--- src/rtl/mult_pkg.sv ---
// Shared types and sizing helpers for the shift-add multiplier.
package mult_pkg;

    typedef logic [1:0] state_t;

    localparam state_t IDLE = 2'd0;
    localparam state_t BUSY = 2'd1;
    localparam state_t DONE = 2'd2;

    // Counter must hold 0..Width-1 with headroom for any legal Width.
    function automatic int cnt_w(input int w);
        return $clog2(w + 1);
    endfunction

endpackage

--- src/rtl/shift_add_mult_if.sv ---
// Operand/result handshake bundle for the shift-add multiplier.
interface shift_add_mult_if #(parameter int Width = 8);
    logic                   valid;
    logic                   ready;
    logic [Width-1:0]       a;
    logic [Width-1:0]       b;
    logic [2*Width-1:0]     product;
    logic                   out_valid;
    logic                   out_ready;

    modport master (output valid, a, b, out_ready, input ready, product, out_valid);
    modport slave  (input valid, a, b, out_ready, output ready, product, out_valid);
endinterface

--- src/rtl/cl_adder.sv ---
// Carry-lookahead style adder built from generate/propagate terms.
module cl_adder #(
    parameter int Width = 8
) (
    input  logic [Width-1:0] a_i,
    input  logic [Width-1:0] b_i,
    input  logic             c_i,
    output logic [Width-1:0] sum_o,
    output logic             c_o
);
    logic [Width-1:0] g, p;
    logic [Width:0]   cy;

    assign g = a_i & b_i;
    assign p = a_i ^ b_i;

    always_comb begin
        cy    = '0;
        cy[0] = c_i;
        for (int i = 0; i < Width; i++)
            cy[i+1] = g[i] | (p[i] & cy[i]);
    end

    assign sum_o = p ^ cy[Width-1:0];
    assign c_o   = cy[Width];
endmodule

--- src/rtl/shift_add_mult_core.sv ---
// Sequential shift-add multiplier: one multiplier bit per BUSY cycle, LSB first.
module shift_add_mult_core
    import mult_pkg::*;
#(
    parameter int Width = 8
) (
    input  logic               clk_i,
    input  logic               rst_i,
    shift_add_mult_if.slave    bus
);
    localparam int CW = cnt_w(Width);

    state_t               state;
    logic [CW-1:0]        cnt;
    logic [Width-1:0]     mcand;
    logic [2*Width-1:0]   prod;
    logic [2*Width-1:0]   result;
    logic [2*Width-1:0]   shifted;
    logic [Width-1:0]     addend;
    logic [Width-1:0]     sum;
    logic                 carry;
    logic                 last;

    // Upper half accumulates; lower half holds the not-yet-consumed multiplier bits.
    assign addend = prod[0] ? mcand : '0;

    cl_adder #(.Width(Width)) u_add (
        .a_i   (prod[2*Width-1:Width]),
        .b_i   (addend),
        .c_i   (1'b0),
        .sum_o (sum),
        .c_o   (carry)
    );

    assign shifted = {carry, sum, prod[Width-1:1]};
    assign last    = (cnt == CW'(Width - 1));

    always_ff @(posedge clk_i) begin
        if (rst_i) begin
            state  <= IDLE;
            cnt    <= '0;
            mcand  <= '0;
            prod   <= '0;
            result <= '0;
        end else begin
            case (state)
                IDLE: if (bus.valid) begin
                    mcand <= bus.a;
                    prod  <= {{Width{1'b0}}, bus.b};
                    cnt   <= '0;
                    state <= BUSY;
                end
                BUSY: begin
                    prod <= shifted;
                    cnt  <= cnt + 1'b1;
                    if (last) begin
                        // Separate result register keeps product_o stable while the next operation shifts.
                        result <= shifted;
                        state  <= DONE;
                    end
                end
                DONE: if (bus.out_ready) state <= IDLE;
                default: state <= IDLE;
            endcase
        end
    end

    assign bus.ready     = (state == IDLE) && !rst_i;
    assign bus.out_valid = (state == DONE);
    assign bus.product   = result;
endmodule

--- src/rtl/shift_add_mult.sv ---
// Top level: flat ports bundled onto the handshake interface for the core.
module shift_add_mult #(
    parameter int Width = 8
) (
    input  logic               clk_i,
    input  logic               rst_i,
    input  logic               valid_i,
    output logic               ready_o,
    input  logic [Width-1:0]   a_i,
    input  logic [Width-1:0]   b_i,
    output logic [2*Width-1:0] product_o,
    output logic               valid_o,
    input  logic               ready_i
);
    shift_add_mult_if #(.Width(Width)) bus ();

    assign bus.valid     = valid_i;
    assign bus.a         = a_i;
    assign bus.b         = b_i;
    assign bus.out_ready = ready_i;
    assign ready_o       = bus.ready;
    assign product_o     = bus.product;
    assign valid_o       = bus.out_valid;

    shift_add_mult_core #(.Width(Width)) u_core (
        .clk_i (clk_i),
        .rst_i (rst_i),
        .bus   (bus.slave)
    );
endmodule

--- config.mk ---
export PLATFORM = sky130hd
export DESIGN_NAME = shift_add_mult
export DESIGN_NICKNAME = d
export VERILOG_FILES = /design/src/rtl/mult_pkg.sv /design/src/rtl/shift_add_mult_if.sv /design/src/rtl/cl_adder.sv /design/src/rtl/shift_add_mult_core.sv /design/src/rtl/shift_add_mult.sv
export SDC_FILE = /design/constraint.sdc
export NUM_CORES = 1
export LEC_CHECK = 0
export CORE_AREA = 2 2 72 74
export CTS_CLUSTER_SIZE = 12
export DETAILED_ROUTE_END_ITERATION = 6
export DIE_AREA = 0 0 74 76
export PLACE_DENSITY = 0.83
export SLEW_MARGIN = 5
export SYNTH_ARGS = -nofsm -noshare
export SYNTH_HDL_FRONTEND = slang
export SYNTH_SLANG_ARGS = --single-unit
--- constraint.sdc ---
create_clock -name clk_i -period 3.9 [get_ports clk_i]
set_input_delay 1.17 -clock clk_i [delete_from_list [all_inputs] [get_ports clk_i]]
set_output_delay 1.17 -clock clk_i [all_outputs]
set_load 0.02 [all_outputs]
==> reports/metrics.csv, run 1 <==
stage,metric,value,unit
setup_path,crit_start,u_core.mcand[0]$_SDFFE_PP0P_,
clocking,cts_hold_buf,0,
yosys,yosysMostFrequentCell,dfxtp_1,
clocking,numCtsBuffers,5,
setup_path,crit_chain,and2_1 > ha_1 > inv_1 > fa_1 > fa_1 > fa_2 > fa_1 > fa_1 > inv_1 > fa_1 > inv_1 > fa_1 > o41ai_1,
grt,overflow,0,
yosys,synth_top_area_share,41.61,%
grt,antenna_found_initial,0,
finish,n_antenna_cell,0,
floorplanning,fp.dieH,76,um
grt,track_usage,16.48,%
timing,fmax,0.2668,GHz
setup_path,slowest_delay,460,ps
grt,grt_use_met1,23.04,%
setup_path,required,4090,ps
setup_path,worstSetupPathType,flip-flop to flip-flop,
yosys,synthCells,245,
grt,grt_pass1_vias,1614,
timing,worst_pin_slew,855.4,ps
grt,grt_first_pass_wirelength,7327,um
clocking,root_buffer,clkbuf_8,
finish,final_nets,300,
yosys,syn_nets,274,
detailed_routing,drt_wl_total,4330,um
detailed_routing,drt_iter0_drc,152,
clocking,cts_tree,done,
detailed_routing,drc_errors,0,
setup_path,cp.arrival,3940,ps
power,p_leak,0.0009074,uW
timing,period_share,96.12,%
setup_path,cp-end-kind,flip-flop,
clocking,cts_num_sinks,46,
timing,fin_hold_ws,457.2,ps
setup_path,path_depth,13,
yosys,synth_area_leaders,"dfxtp_1, nand2b_1, nand2_1",
finish,fill_cells,440,
floorplanning,dieArea,0.005624,sq mm
timing,slew_viol_final,0,
yosys,synthArstFlopShare,0,%
grt,met2_usage,24.11,%
yosys,yosysWarnings,0,
outcome,outcome,"complete, no violations",
job,maxCapViolCount,0,
placement,gp_congestion,0.8137,
grt,busiest_layer,met2,
detailed_routing,wl_per_cell,12.66,um
timing,tns,0,ps
grt,grt_max_degree,63,
detailed_routing,vias_per_cell,5.058,
floorplanning,placementRows,26,
floorplanning,fp.dieW,74,um
power,p_per_area,332.8,mW/mm^2
finish,drive_gt1_share,7.721,%
finish,fin_cells,342,
timing,post-route-min-period,3749,ps
yosys,synthTopCellsByCount,"dfxtp_1, nand2_1, nand2b_1, a21oi_1, nor2_1",
finish,syn_to_final_growth,19.73,%
timing,rsz0062_at_grt,false,
timing,hold_viol_final,0,
setup_path,crit_path_frequent_cell,fa_1,
power,ir_worst_vdd,0.1300,mV
clocking,clk_pin_slew_worst_paths,90,ps
setup_path,crit_end,u_core.bus.product[14]$_SDFFE_PP0P_,
floorplanning,core-area,0.004912,sq mm
yosys,synth_ff_type,dfxtp_1,
detailed_routing,antenna_left,0,
yosys,synth-seq-cells,46,
power,p_total,882.1,uW
detailed_routing,dr_total_vias,1730,
setup_path,critPathLaunchType,flip-flop,
setup_path,crit_family,adder cells,
yosys,synth.distinct_cells,33,
setup_path,rrSetupSlack,150,ps
detailed_routing,dr.pass1.iters,4,
hold_path,whs_path_depth,2,
placement,dpl.hpwl,2974,um
setup_path,timing.rr.end,u_core.bus.product[14]$_SDFFE_PP0P_,
setup_path,path_max_fanout,2,
setup_path,ff2ff_path_depth,13,
yosys,syn_area_per_cell,9.034,sq um
placement,placed_cells,334,
hold_path,hp-class,flip-flop to flip-flop,
clocking,post_cts_resize_count,0,
timing,finClkSkew,8.043,ps
yosys,syn_area,0.002213,sq mm
yosys,synth-edff-count,0,
floorplanning,io_pins,38,
clocking,htreeDepth,2,
yosys,yosysSeqAreaShare,41.61,%
timing,relSlewSlack,42.97,%
setup_path,critical_path.slowest_cell,fa_1,
timing,finalSetupViolCount,0,
setup_path,reg2reg_from,u_core.mcand[0]$_SDFFE_PP0P_,
setup_path,cp_num_buf_inv,3,
grt,met3_usage,4.497,%
yosys,yosysTopAreaCell,dfxtp_1,
floorplanning,start_util,45.06,%
clocking,cts_setup_buffers,0,
placement,io_buffers,37,
clocking,insertion_delay,300,ps
clocking,cts.path.max_buffers,2,
[per-layer routing]
metal | share of wire [%] | wire length, um | vias up
met3 | 4.1 | 177 | 9
met4 | 2.6 | 111 | 0
met1 | 47 | 2053 | 810
met5 | 0 | 0 | -
li1 | - | - | 875
met2 | 46 | 1987 | 36
[final cells by class]
| class | instances | area (sq um) | share of cell area [%] |
|---|---|---|---|
| Sequential cell | 46 | 920.9 | 34.75 |
| Clock buffer | 6 | 82.58 | 3.116 |
| Inverter | 9 | 33.78 | 1.275 |
| Clock inverter | 2 | 12.51 | 0.4721 |
| Timing Repair Buffer | 39 | 380.4 | 14.35 |
| Tap cell | 70 | 87.58 | 3.305 |
| Multi-Input combinational cell | 170 | 1132 | 42.73 |
[power by group]
part,switching (uW),leakage [uW],total [uW],internal [uW]
sequential,11.0,0.000374,495,484
combinational,46.8,0.000486,86.7,39.9
clock,158,0.0000472,300,143
total,216,0.000907,882,666
[sequential cells by signal (all words and copies together) (netlist names)]
register,count
u_core.bus.product,16
u_core.cnt,4
u_core.mcand,8
u_core.prod,16
u_core.state,2
[placed cells by master (no fill, tap or decap), types with 6 or more instances in the layout]
cell,n
nand2_1,40
nor2b_1,9
nor2_1,10
inv_1,9
fa_1,6
o21ai_0,7
clkbuf_8,6
nand2b_1,26
o41ai_1,7
clkdlybuf4s50_1,36
mux2i_1,9
dfxtp_1,46
a311oi_1,8
a21oi_1,18
nand3_1,9
[kinds of logic (layout without fill, tap and decap cells)]
| family | after synthesis | in the layout | synth area share, % |
|---|---|---|---|
| simple gates | 105 | 105 | 24.65 |
| compound gates | 46 | 46 | 14.36 |
| flops | 46 | 46 | 41.61 |
| buf+inv | 29 | 56 | 7.348 |
| mux | 10 | 10 | 4.579 |
| fa+ha+maj | 9 | 9 | 7.461 |
[worst min path at each step]
stage	slack [ps]	end	from
detailed placement	450	u_core.mcand[1]$_SDFFE_PP0P_	u_core.mcand[1]$_SDFFE_PP0P_
global placement	440	u_core.mcand[0]$_SDFFE_PP0P_	u_core.mcand[0]$_SDFFE_PP0P_
CTS	460	u_core.mcand[1]$_SDFFE_PP0P_	u_core.mcand[1]$_SDFFE_PP0P_
floorplan	430	u_core.mcand[0]$_SDFFE_PP0P_	u_core.mcand[0]$_SDFFE_PP0P_
finish	460	u_core.mcand[6]$_SDFFE_PP0P_	u_core.mcand[6]$_SDFFE_PP0P_
global route	500	u_core.prod[12]$_SDFFE_PP0P_	u_core.prod[12]$_SDFFE_PP0P_
[worst reg2reg max path, delay by kind of cell, from the launching register on]
family          cells  cell delay, ps
fa+ha+maj           8            2660
flops               1             350
compound gates      1             350
buf+inv             3             170
simple gates        1             130
[metrics by stage]
step                setup slack (ps)  cell area, sq um  utilization, %
floorplan                      120.2              2213               -
global placement               276.2              2552           51.96
detailed placement             145.7              2552           51.96
CTS                            109.9              2648           53.90
global route                   10.79              2650           53.95
finish                         151.3              2650           53.95
No activity file was read; power rests on OpenSTA's default activity.
==> run 2, diff against run 1 <==
- CORE_AREA: 2 2 72 74 -> 3 3 72 74
- CTS_BUF_LIST: default -> sky130_fd_sc_hd__clkbuf_2
- DIE_AREA: 0 0 74 76 -> 0 0 75 77
- GPL_ROUTABILITY_DRIVEN: default -> 0
- PLACE_DENSITY: 0.83 -> 0.85
==> run 2 against run 1 <==
Global-route usage shrank 0.32 points. Sequential share of layout area grew 0.63 points. Fmax grew 2.3%. Sequential power is essentially flat. Largest power group unchanged. Critical path depth is the same. First-iteration DRC count shrank 2.0%. Clock-buffer cell count shrank 1. Non-clock buffer count is the same. Register-to-register slack gained 80 ps. Clock power shrank 13%. Clock skew grew 3.7 ps. Power shrank 4.2%.
==> reports/metrics.csv, run 2 (same netlist as run 1, synthesis figures left out) <==
stage,metric,value,unit,change
floorplanning,dieArea,0.005775,sq mm,was 0.005624 sq mm
timing,finClkSkew,11.79,ps,was 8.043 ps
timing,slew_viol_final,0,,unchanged
timing,period_share,93.97,%,was 96.12%
timing,tns,0,ps,unchanged
detailed_routing,drc_errors,0,,unchanged
outcome,outcome,"complete, no violations",,unchanged
clocking,numCtsBuffers,5,,unchanged
job,maxCapViolCount,0,,unchanged
hold_path,holdCritStartpoint,u_core.mcand[1]$_SDFFE_PP0P_,,was u_core.mcand[6]$_SDFFE_PP0P_
floorplanning,placementRows,25,,was 26
clocking,clk_pin_slew_worst_paths,230,ps,was 90 ps
finish,final_common_cell,dfxtp_1,,unchanged
floorplanning,start_util,47.49,%,was 45.06%
clocking,insertion_delay,430,ps,was 300 ps
grt,antenna_found_initial,0,,unchanged
setup_path,cp.arrival,4030,ps,was 3940 ps
clocking,cts_num_sinks,46,,unchanged
timing,finalSetupViolCount,0,,unchanged
grt,grt_pass1_vias,1627,,was 1614
detailed_routing,vias_per_cell,5.304,,was 5.058
setup_path,rrSetupSlack,240,ps,was 150 ps
timing,post-route-min-period,3665,ps,was 3749 ps
finish,fill_cells,443,,was 440
setup_path,reg2reg_from,u_core.prod[0]$_SDFFE_PP0P_,,was u_core.mcand[0]$_SDFFE_PP0P_
finish,final_cell_mix,"dfxtp_1, nand2_1, clkdlybuf4s50_1, nand2b_1, a21oi_1",,unchanged
power,p_per_area,323.7,mW/mm^2,was 332.8 mW/mm^2
placement,post_dp_cell_area,0.002532,sq mm,was 0.002552 sq mm
setup_path,worstSetupPathType,flip-flop to flip-flop,,unchanged
grt,grt_first_pass_wirelength,7396,um,was 7327 um
detailed_routing,dr.pass1.iters,4,,unchanged
detailed_routing,dr_total_vias,1729,,was 1730
grt,overflow,0,,unchanged
clocking,root_buffer,clkbuf_2,,was clkbuf_8
timing,hold_viol_final,0,,unchanged
setup_path,critPathLaunchType,flip-flop,,unchanged
finish,n_antenna_cell,0,,unchanged
finish,syn_to_final_growth,17.92,%,was 19.73%
setup_path,crit_start,u_core.prod[0]$_SDFFE_PP0P_,,was u_core.mcand[0]$_SDFFE_PP0P_
floorplanning,fp.dieW,75,um,was 74 um
finish,final_cell_area,0.002610,sq mm,was 0.002650 sq mm
grt,grt_max_degree,63,,unchanged
detailed_routing,antenna_left,0,,unchanged
power,ir_worst_vdd,0.1632,mV,was 0.1300 mV
timing,rsz0062_at_grt,false,,unchanged
setup_path,required,4260,ps,was 4090 ps
finish,final_nets,300,,unchanged
clocking,cts_tree,done,,unchanged
floorplanning,io_pins,38,,unchanged
placement,dpl.hpwl,2927,um,was 2974 um
detailed_routing,drt_wl_total,4305,um,was 4330 um
setup_path,cp-end-kind,flip-flop,,unchanged
timing,worst_pin_slew,802.5,ps,was 855.4 ps
detailed_routing,drt_iter0_drc,149,,was 152
floorplanning,core-area,0.004661,sq mm,was 0.004912 sq mm
clocking,cts.path.max_buffers,2,,unchanged
setup_path,path_max_fanout,2,,unchanged
floorplanning,fp.dieH,77,um,was 76 um
timing,relSlewSlack,46.50,%,was 42.97%
power,p_leak,0.0009095,uW,was 0.0009074 uW
power,p_total,845.0,uW,was 882.1 uW
clocking,cts_hold_buf,0,,unchanged
grt,track_usage,16.16,%,was 16.48%
detailed_routing,wl_per_cell,13.21,um,was 12.66 um
finish,fin_util,56.00,%,was 53.95%
placement,io_buffers,37,,unchanged
clocking,htreeDepth,2,,unchanged
hold_path,hp-class,flip-flop to flip-flop,,unchanged
timing,fmax,0.2729,GHz,was 0.2668 GHz
finish,drive_gt1_share,8.824,%,was 7.721%
-- run 2: cell type report --
cell class | count | area [sq um] | area share (%)
clock buffers | 5 | 25.02 | 0.9588
clock inverters | 3 | 40.04 | 1.534
inverters | 9 | 33.78 | 1.294
multi-input cells | 170 | 1140 | 43.67
flip-flops and latches | 46 | 923.4 | 35.38
well taps | 54 | 67.56 | 2.589
repair buffers | 39 | 380.4 | 14.57
-- run 2: timing repair --
action,4_1_cts,5_1_grt
endpoints found under the setup margin,0,2
setup buffers,0,0
resized for setup,0,4
-- run 2: layer usage --
| layer | global-route usage (%) | wire, um |
|---|---|---|
| met1 | 22.18 | 2024 |
| met4 | 6.050 | 83 |
| met5 | 0 | 0 |
| met3 | 3.801 | 215 |
| met2 | 24.30 | 1981 |
-- run 2: worst max-delay path, stage by stage, from the launching register on --
cell     delay (ps)
dfxtp_2         370
and2_1          120
ha_1            130
inv_1            40
fa_1            380
fa_2            350
fa_1            380
fa_1            380
fa_1            380
inv_1            80
fa_1            160
inv_1            50
fa_1            470
o41ai_2         310
-- run 2: final timing paths --
path / to / depth (start not counted)
min reg2reg: u_core.mcand[1]$_SDFFE_PP0P_ / 2
max reg2reg: u_core.bus.product[14]$_SDFFE_PP0P_ / 13
max: u_core.bus.product[14]$_SDFFE_PP0P_ / 13
min: u_core.mcand[1]$_SDFFE_PP0P_ / 2
-- run 2: report_power, final --
group	total, uW	internal (uW)	leakage [uW]	switching, uW
clock network	261	106	0.0000427	155
registers	497	486	0.000375	10.9
logic	86.6	39.9	0.000492	46.7
-- run 2: metrics by stage --
| stage | std cells | setup WS, ps | hold slack (ps) |
|---|---|---|---|
| finish | 326 | 235.4 | 474.4 |
| global route | 326 | 35.41 | 500.3 |
| CTS | 326 | 147.1 | 472.9 |
| detailed placement | 318 | 168.5 | 447.5 |
| global placement | 318 | 271.7 | 444.4 |
| floorplan | 245 | 120.2 | 431.7 |
==> run 3, diff against run 2 <==
- CORE_AREA: 3 3 72 74 -> 3 3 73 75
- CTS_BUF_LIST: sky130_fd_sc_hd__clkbuf_2 -> sky130_fd_sc_hd__clkbuf_16
- DIE_AREA: 0 0 75 77 -> 0 0 76 78
- GPL_ROUTABILITY_DRIVEN: 0 -> default
- PLACE_DENSITY: 0.85 -> 0.83
==> run 3 against run 2 <==
Critical path depth did not move. Core utilization rose by 1.0 points. Final cell count increased by 3.7%. Flip-flop and latch count stayed put. Hold slack got worse by 17 ps. Power is 16% higher. First-iteration DRC count grew 20%. Clock skew down 7.8 ps. Die area increased by 2.6%.
==> reports/metrics.csv, run 3 (same netlist as run 1, synthesis figures left out) <==
stage,metric,value,unit,change
outcome,outcome,"complete, no violations",,unchanged
job,maxCapViolCount,0,,unchanged
setup_path,ff2ff_path_depth,13,,unchanged
floorplanning,fp.dieW,76,um,was 75 um
finish,final_nets,300,,unchanged
finish,final_cell_mix,"dfxtp_1, nand2_1, clkdlybuf4s50_1, nand2b_1, a21oi_1",,unchanged
setup_path,crit_end,u_core.bus.product[14]$_SDFFE_PP0P_,,unchanged
floorplanning,dieArea,0.005928,sq mm,was 0.005775 sq mm
grt,antenna_found_initial,0,,unchanged
finish,final_common_cell,dfxtp_1,,unchanged
setup_path,timing.rr.end,u_core.bus.product[14]$_SDFFE_PP0P_,,unchanged
floorplanning,fp.dieH,78,um,was 77 um
placement,gp_congestion,0.8321,,
detailed_routing,dr_total_vias,1714,,was 1729
clocking,cts_num_sinks,46,,unchanged
setup_path,cp-end-kind,flip-flop,,unchanged
hold_path,hp-class,flip-flop to flip-flop,,unchanged
floorplanning,io_pins,38,,unchanged
timing,period_share,95.29,%,was 93.97%
floorplanning,placementRows,25,,unchanged
setup_path,crit_start,u_core.prod[0]$_SDFFE_PP0P_,,unchanged
detailed_routing,dr.pass1.iters,4,,unchanged
grt,grt_pass1_vias,1558,,was 1627
timing,rsz0062_at_grt,false,,unchanged
timing,tns,0,ps,unchanged
grt,track_usage,15.00,%,was 16.16%
floorplanning,core-area,0.004723,sq mm,was 0.004661 sq mm
detailed_routing,drt_iter0_drc,179,,was 149
timing,fmax,0.2691,GHz,was 0.2729 GHz
clocking,cts.path.max_buffers,2,,unchanged
placement,dpl.hpwl,2905,um,was 2927 um
setup_path,path_max_fanout,2,,unchanged
power,p_leak,0.0009355,uW,was 0.0009095 uW
setup_path,slowest_delay,450,ps,was 470 ps
setup_path,critical_path.slowest_cell,fa_1,,unchanged
grt,grt_max_degree,63,,unchanged
detailed_routing,wl_per_cell,12.96,um,was 13.21 um
finish,syn_to_final_growth,21.71,%,was 17.92%
timing,finalSetupViolCount,0,,unchanged
placement,io_buffers,37,,unchanged
clocking,clk_pin_slew_worst_paths,60,ps,was 230 ps
timing,hold_viol_final,0,,unchanged
setup_path,rrSetupSlack,180,ps,was 240 ps
detailed_routing,antenna_left,0,,unchanged
detailed_routing,drc_errors,0,,unchanged
grt,overflow,0,,unchanged
detailed_routing,drt_wl_total,4381,um,was 4305 um
clocking,cts_tree,done,,unchanged
timing,finClkSkew,3.950,ps,was 11.79 ps
clocking,root_buffer,clkbuf_16,,was clkbuf_2
finish,multi_input_area,0.001140,sq mm,unchanged
power,p_per_area,362.8,mW/mm^2,was 323.7 mW/mm^2
finish,fill_cells,421,,was 443
setup_path,reg2reg_from,u_core.prod[0]$_SDFFE_PP0P_,,unchanged
setup_path,required,4080,ps,was 4260 ps
setup_path,critPathLaunchType,flip-flop,,unchanged
clocking,numCtsBuffers,5,,unchanged
grt,grt_first_pass_wirelength,7245,um,was 7396 um
timing,relSlewSlack,46.56,%,was 46.50%
timing,post-route-min-period,3716,ps,was 3665 ps
power,p_total,977.3,uW,was 845.0 uW
power,ir_worst_vdd,0.2075,mV,was 0.1632 mV
timing,worst_pin_slew,801.6,ps,was 802.5 ps
setup_path,crit_path_frequent_cell,fa_1,,unchanged
detailed_routing,vias_per_cell,5.071,,was 5.304
setup_path,worstSetupPathType,flip-flop to flip-flop,,unchanged
setup_path,crit_chain,and2_1 > ha_1 > inv_1 > fa_1 > fa_1 > fa_2 > fa_1 > fa_1 > inv_1 > fa_1 > inv_1 > fa_1 > o41ai_1,,was and2_1 > ha_1 > inv_1 > fa_1 > fa_2 > fa_1 > fa_1 > fa_1 > inv_1 > fa_1 > inv_1 > fa_1 > o41ai_2
finish,n_antenna_cell,0,,unchanged
finish,drive_gt1_share,7.749,%,was 8.824%
finish,seq_area,920.9,sq um,was 923.4 sq um
timing,slew_viol_final,0,,unchanged
clocking,insertion_delay,280,ps,was 430 ps
floorplanning,start_util,46.86,%,was 47.49%
clocking,htreeDepth,2,,unchanged
setup_path,cp.arrival,3900,ps,was 4030 ps
-- run 3: area by class of cell --
type	count	area share (%)
sequential	46	34.18
tap	67	3.112
timing repair buffer	39	14.12
clock inverter	2	0.3716
inverter	9	1.254
multi-input combinational	170	42.31
clock buffer	5	4.645
-- run 3: routing by layer --
layer / track usage, % / wire (um)
met1: 20.04 / 1990
met2: 22.87 / 2012
met3: 4.176 / 297
met4: 6.159 / 81
met5: 0 / 0
-- run 3: worst min-delay path by stage --
| stage | from | end | slack, ps | depth (start not counted) |
|---|---|---|---|---|
| 2_1_floorplan | u_core.mcand[0]$_SDFFE_PP0P_ | u_core.mcand[0]$_SDFFE_PP0P_ | 430 | 2 |
| 3_5_place_dp | u_core.mcand[3]$_SDFFE_PP0P_ | u_core.mcand[3]$_SDFFE_PP0P_ | 460 | 2 |
| 3_3_place_gp | u_core.mcand[0]$_SDFFE_PP0P_ | u_core.mcand[0]$_SDFFE_PP0P_ | 440 | 2 |
| 4_1_cts | u_core.mcand[3]$_SDFFE_PP0P_ | u_core.mcand[3]$_SDFFE_PP0P_ | 460 | 2 |
| 6_report | u_core.mcand[0]$_SDFFE_PP0P_ | u_core.mcand[0]$_SDFFE_PP0P_ | 460 | 2 |
| 5_1_grt | u_core.mcand[3]$_SDFFE_PP0P_ | u_core.mcand[3]$_SDFFE_PP0P_ | 490 | 2 |
-- run 3: per-stage QoR --
stage	instances	cell area (sq um)	util [%]	hold slack, ps	setup slack, ps
6_report	338	2694	57.03	457.6	183.6
3_3_place_gp	331	2549	53.96	441.7	263.6
5_1_grt	338	2694	57.03	491.4	22.19
4_1_cts	338	2684	56.82	464.6	150.0
2_1_floorplan	245	2213	-	431.7	120.2
3_5_place_dp	331	2549	53.96	455.3	190.7
-- run 3: critical path, delay by kind of cell (launching register included) --
kind            cells  cell delay [ps]
simple gates        1              120
buf+inv             3              180
fa+ha+maj           8             2650
compound gates      1              320
flops               1              320
-- run 3: repair_timing --
action                     4_1_cts  5_1_grt
setup endpoints to repair        0        2
hold endpoints to repair         0        0
setup buffers                    0        0
gates resized for setup          0        2
hold buffers                     0        0
-- run 3: where the power goes --
group / internal [uW] / switching [uW]
registers: 485 / 11.5
clock network: 231 / 163
logic: 39.9 / 46.9
